--- src/rtl/fir_rc_dec.sv ---
// Receive-side RRC matched filter with DEC:1 decimation. One time-shared
// multiplier walks a frozen copy of the delay line once per output symbol.
module fir_rc_dec #(
    parameter int TAP_LEN = 41,
    parameter int DEC     = 10
) (
    input  logic                    clk,
    input  logic                    rst,
    input  logic                    din_valid,
    input  logic [15:0]             din,
    input  logic [TAP_LEN*16-1:0]   tap,
    output logic [15:0]             dout,
    output logic                    dout_valid,
    output logic                    busy,
    output logic                    overrun
);

    localparam int KW = (TAP_LEN > 1) ? $clog2(TAP_LEN) : 1;
    localparam int PW = (DEC > 1) ? $clog2(DEC) : 1;

    typedef enum logic [1:0] {S_IDLE, S_MAC, S_OUT} state_t;

    state_t             r_state;
    logic signed [15:0] r_sr [TAP_LEN];
    logic signed [15:0] r_fr [TAP_LEN];
    logic [PW-1:0]      r_ph;
    logic [KW-1:0]      r_k;
    logic signed [39:0] r_acc;
    logic [15:0]        r_dout;
    logic               r_dout_valid;
    logic               r_busy;
    logic               r_overrun;

    logic signed [15:0] w_sr_next [TAP_LEN];
    logic signed [15:0] w_tap [TAP_LEN];
    logic signed [31:0] w_prod;
    logic signed [39:0] w_acc_next;
    logic               w_trig;

    // Floor shift back to Q1.15 and clamp to the 16-bit output range.
    function automatic logic [15:0] sat16(input logic signed [39:0] a);
        logic signed [39:0] s;
        s = a >>> 15;
        if (s > 40'sd32767)
            sat16 = 16'h7FFF;
        else if (s < -40'sd32768)
            sat16 = 16'h8000;
        else
            sat16 = s[15:0];
    endfunction

    always_comb begin
        for (int i = 0; i < TAP_LEN; i++) begin
            w_tap[i] = tap[i*16 +: 16];
            w_sr_next[i] = (i == 0) ? $signed(din) : r_sr[(i > 0) ? i - 1 : 0];
        end
    end

    assign w_trig     = din_valid && (r_ph == PW'(DEC - 1));
    assign w_prod     = r_fr[r_k] * w_tap[r_k];
    assign w_acc_next = r_acc + {{8{w_prod[31]}}, w_prod};

    always_ff @(posedge clk) begin
        if (rst) begin
            r_state      <= S_IDLE;
            r_ph         <= '0;
            r_k          <= '0;
            r_acc        <= '0;
            r_dout       <= '0;
            r_dout_valid <= 1'b0;
            r_busy       <= 1'b0;
            r_overrun    <= 1'b0;
            for (int i = 0; i < TAP_LEN; i++) begin
                r_sr[i] <= '0;
                r_fr[i] <= '0;
            end
        end else begin
            r_dout_valid <= 1'b0;

            // Sample intake runs independently of the MAC engine.
            if (din_valid) begin
                r_sr <= w_sr_next;
                r_ph <= (r_ph == PW'(DEC - 1)) ? '0 : r_ph + 1'b1;
            end

            if (w_trig && r_state != S_IDLE)
                r_overrun <= 1'b1;

            case (r_state)
                S_IDLE: begin
                    if (w_trig) begin
                        r_fr    <= w_sr_next;
                        r_acc   <= '0;
                        r_k     <= '0;
                        r_busy  <= 1'b1;
                        r_state <= S_MAC;
                    end
                end
                S_MAC: begin
                    r_acc <= w_acc_next;
                    // Last tap: publish the result straight from the final sum.
                    if (r_k == KW'(TAP_LEN - 1)) begin
                        r_dout       <= sat16(w_acc_next);
                        r_dout_valid <= 1'b1;
                        r_state      <= S_OUT;
                    end else begin
                        r_k <= r_k + 1'b1;
                    end
                end
                S_OUT: begin
                    r_busy  <= 1'b0;
                    r_state <= S_IDLE;
                end
                default: r_state <= S_IDLE;
            endcase
        end
    end

    assign dout       = r_dout;
    assign dout_valid = r_dout_valid;
    assign busy       = r_busy;
    assign overrun    = r_overrun;

endmodule

--- config.mk ---
export PLATFORM = sky130hd
export DESIGN_NAME = fir_rc_dec
export DESIGN_NICKNAME = d
export VERILOG_FILES = /design/src/rtl/fir_rc_dec.sv
export SDC_FILE = /design/constraint.sdc
export NUM_CORES = 2
export LEC_CHECK = 0
export CORE_MARGIN = 2
export CORE_UTILIZATION = 30
export DETAILED_ROUTE_END_ITERATION = 8
export SYNTH_ARGS = -nofsm -noshare
export SYNTH_HDL_FRONTEND = slang
export SYNTH_SLANG_ARGS = --single-unit
--- constraint.sdc ---
create_clock -name clk -period 19.5 [get_ports clk]
set_input_delay 4.875 -clock clk [delete_from_list [all_inputs] [get_ports clk]]
set_output_delay 4.875 -clock clk [all_outputs]
set_load 0.01 [all_outputs]
==> qor.csv <==
stage;metric;value;unit
run_status;outcome;finished clean;
timing;setup_tns;0;ps
cts;Gates resized, CTS repair;0;
flow_run;max_cap viols;0;
power_and_ir_drop;Switching Share;0.226;
placement;PortBufs;693;
floorplanning;std cell rows;176;
power_and_ir_drop;Max IR drop VDD;0.0916;mV
cts;CTS tree;yes;
cts;CTS Sinks;1367;
critical_path;Data required, critical path;20150;ps
cts;CTS root buffer;clkbuf_16;
power_and_ir_drop;pwr dens;71.8;nW/um2
grt;vias in the first global route;53000;
cts;clk_lat worst skew;810;ps
synthesis;Synth async-reset ratio;0;
grt;largest net degree at the start of global routing;248;
critical_path;crit end category;flip-flop;
synthesis;Top FF cell, synth;dfxtp_1;
critical_path;Worst R2R Start;r_k[0];
cts;cts bufs inserted;145;
synthesis;top post-synthesis cells by area;dfxtp_1 39%, mux4_2 12%, mux2i_1 10%;
route;Starting DRT DRC Count;3525;
timing;Clock Skew;44.7;ps
floorplanning;starting density of the core;0.302;
synthesis;number of synthesized flops with an enable pin;0;
floorplanning;core area;230000;um2
route;DRC Markers;0;
timing;Tcrit/Tclk final;0.903;
critical_path;Crit path top cell by count;fa_1;
cts;setup bufs post-CTS;0;
power_and_ir_drop;Net Switching;0.00136;W
floorplanning;DIE AREA;235000;um2
hold_path;Hold WC Path Type;flip-flop to flip-flop;
final_layout;Non-Filler Instances;10900;
placement;Final Wtd Congestion;0.922;
critical_path;slowest CP cell;nor4b_1;
route;number of vias per cell;4.90;
critical_path;Worst setup startpoint;tap[322];
synthesis;Post-Syn Area;69400;um2
timing;fin crit period;17600;ps
route;total number of vias;53500;
timing;endpoints failing setup;0;
synthesis;Synthesized Nets;8429;
grt;GRT Util Overall;0.179;
synthesis;warnings from Yosys;0;
placement;DP Cell Count;10600;
cts;clock slew at reported path FFs;60;ps
critical_path;Crit path largest cell delay;840;ps
route;Top Metal Used;met5;
route;M1 WL;93000;um
route;routed wire length;216000;um
cts;clock buffer depth;3;
final_layout;Fill cells;22800;
floorplanning;die height;485;um
synthesis;post-synth top area share;0.394;
critical_path;critical path type;primary input to flip-flop;
power_and_ir_drop;P_leak;31.3;nW
cts;H-tree levels;4;
synthesis;Post-Syn Area per Cell;9.42;um2
critical_path;FF-to-FF End;dout[3];
critical_path;Reg2Reg Depth;41;
timing;final hold vios;0;
critical_path;worst-path maximum fanout;15;
timing;Rel. slew slack;0.0814;
power_and_ir_drop;Seq pwr share;0.465;
floorplanning;chip width;485;um
synthesis;cell with the most instances after synthesis;nand2_1;
timing;RSZ-0062 raised after global routing;false;
critical_path;CP Launch Type;primary input;
synthesis;Synth area leader;dfxtp_1;
grt;first-pass GRT wire length;324000;um
route;wire length on met2;102000;um
route;WL/cell;19.8;um
final_layout;Nets;8811;
timing;worst-margin pin slew;1380;ps
power_and_ir_drop;power share of the clock group;0.470;
critical_path;internal reg-to-reg setup slack;4630;ps
grt;initial antenna violation count;66;
route;Detail Route Antenna Nets;0;
power_and_ir_drop;combinational cell fraction of total power;0.065;
critical_path;WP data arrival;18250;ps
synthesis;Synth Register Bits;1367;
cts;hold_buf cts;0;
final_layout;share of cells above drive strength 1;0.0974;
timing;highest clock rate;56.8;MHz
floorplanning;I/O pins;694;
synthesis;Synth top cells by count;1504 x nand2_1, 1367 x dfxtp_1, 887 x nor2_1;
critical_path;crit path capture;dout[3];
grt;Congestion Overflow GR;0;
synthesis;Netlist cell types;71;
final_layout;Layout area overhead;20.9;%
route;DR pass1 iterations;6;
synthesis;Post-Syn Instances;7368;
route;met3 WL post-DR;11800;um
power_and_ir_drop;Int Pwr;0.00466;W
synthesis;register area share after synthesis;0.394;
timing;max-slew violations;0;
placement;hpwl dp;156000;um
-- power groups by stage --
stage	Clock [W]	Combinational [W]	Sequential (W)
after floorplan	0	0.000175	0.00286
final	0.00283	0.000394	0.00280
after global routing	0.00301	0.000416	0.00280
after global placement	0	0.000392	0.00286
after CTS	0.00290	0.000397	0.00280
after detailed placement	0	0.000396	0.00286
-- routing by layer --
layer,track usage,up-vias
met5,0,-
met4,0.0754,16
met3,0.0352,319
met2,0.297,1324
met1,0.227,26300
li1,-,25600
-- cells by family (layout without fill, tap and decap cells) --
group,after synthesis,in the layout,share of synthesized area
flops,1367,1367,0.394
buf+inv,883,1378,0.0486
fa+ha+maj,386,386,0.0980
xor+xnor,75,75,0.00968
other cells,0,41,0
simple gates,2576,2576,0.145
compound gates,989,989,0.0773
mux,1092,1092,0.227
-- cell type report --
cell class	count	area [um2]	area share
clock buffers	205	4270	0.0509
multi-input cells	5118	38700	0.462
flip-flops and latches	1367	27400	0.326
clock inverters	55	658	0.00784
inverters	340	1280	0.0152
well taps	3026	3790	0.0451
diodes	41	103	0.00122
repair buffers	778	7710	0.0919
-- through the flow --
stage | hold slack (ps) | power (W) | utilization | instance area (um2) | setup slack (ps)
after global placement | 437 | 0.00325 | 0.343 | 78900 | 1450
after global routing | 466 | 0.00623 | 0.365 | 83900 | 1550
after floorplan | 431 | 0.00304 | - | 69400 | 4380
after CTS | 451 | 0.00610 | 0.364 | 83800 | 2150
final | 448 | 0.00602 | 0.365 | 83900 | 1900
after detailed placement | 443 | 0.00326 | 0.343 | 78900 | 1250
-- sequential cells by signal, summed over array words and instances (netlist names) --
| register | cells |
|---|---|
| r_fr | 656 |
| r_sr | 640 |
| r_acc | 40 |
| dout | 16 |
| r_k | 6 |
| r_ph | 4 |
| r_state | 2 |
| busy | 1 |
| dout_valid | 1 |
| overrun | 1 |
-- placed cells by master (no fill, tap or decap), types with 6 or more instances in the layout --
master	count
a21o_1	20
o21a_1	11
nor2_1	887
clkbuf_16	150
clkinv_2	25
nand2b_1	31
mux2i_1	708
o21ai_1	7
nor2b_1	13
nor3_1	19
nand2_1	1504
inv_1	340
buf_12	10
nand3_1	53
a21oi_2	7
fa_1	263
clkbuf_1	24
xor2_1	21
clkdlybuf4s50_1	691
diode_2	41
bufinv_16	10
a31oi_1	20
and3_1	7
mux4_2	384
a21oi_1	772
a211oi_1	14
o21ai_0	80
clkbuf_8	31
nand4_1	13
buf_4	75
o21bai_1	10
ha_1	123
xnor2_1	53
or2_2	14
clkinvlp_4	6
a211oi_2	10
nor4_1	6
dfxtp_1	1361
-- worst max-delay path, delay by kind of cell --
kind | cells | cell delay (ps)
simple gates | 11 | 3430
buf+inv | 6 | 1170
compound gates | 10 | 2810
fa+ha+maj | 8 | 4050
mux | 4 | 1890
-- worst min path at each step --
stage,from,endpoint,cells after the start
2_1_floorplan,r_sr[16],r_fr[0],2
3_5_place_dp,r_fr[33],r_fr[33],2
6_report,r_sr[600],r_fr[584],2
3_3_place_gp,r_sr[24],r_fr[8],2
4_1_cts,r_sr[497],r_fr[481],2
5_1_grt,r_fr[431],r_fr[431],2
Power figures use the tool's default switching activity.
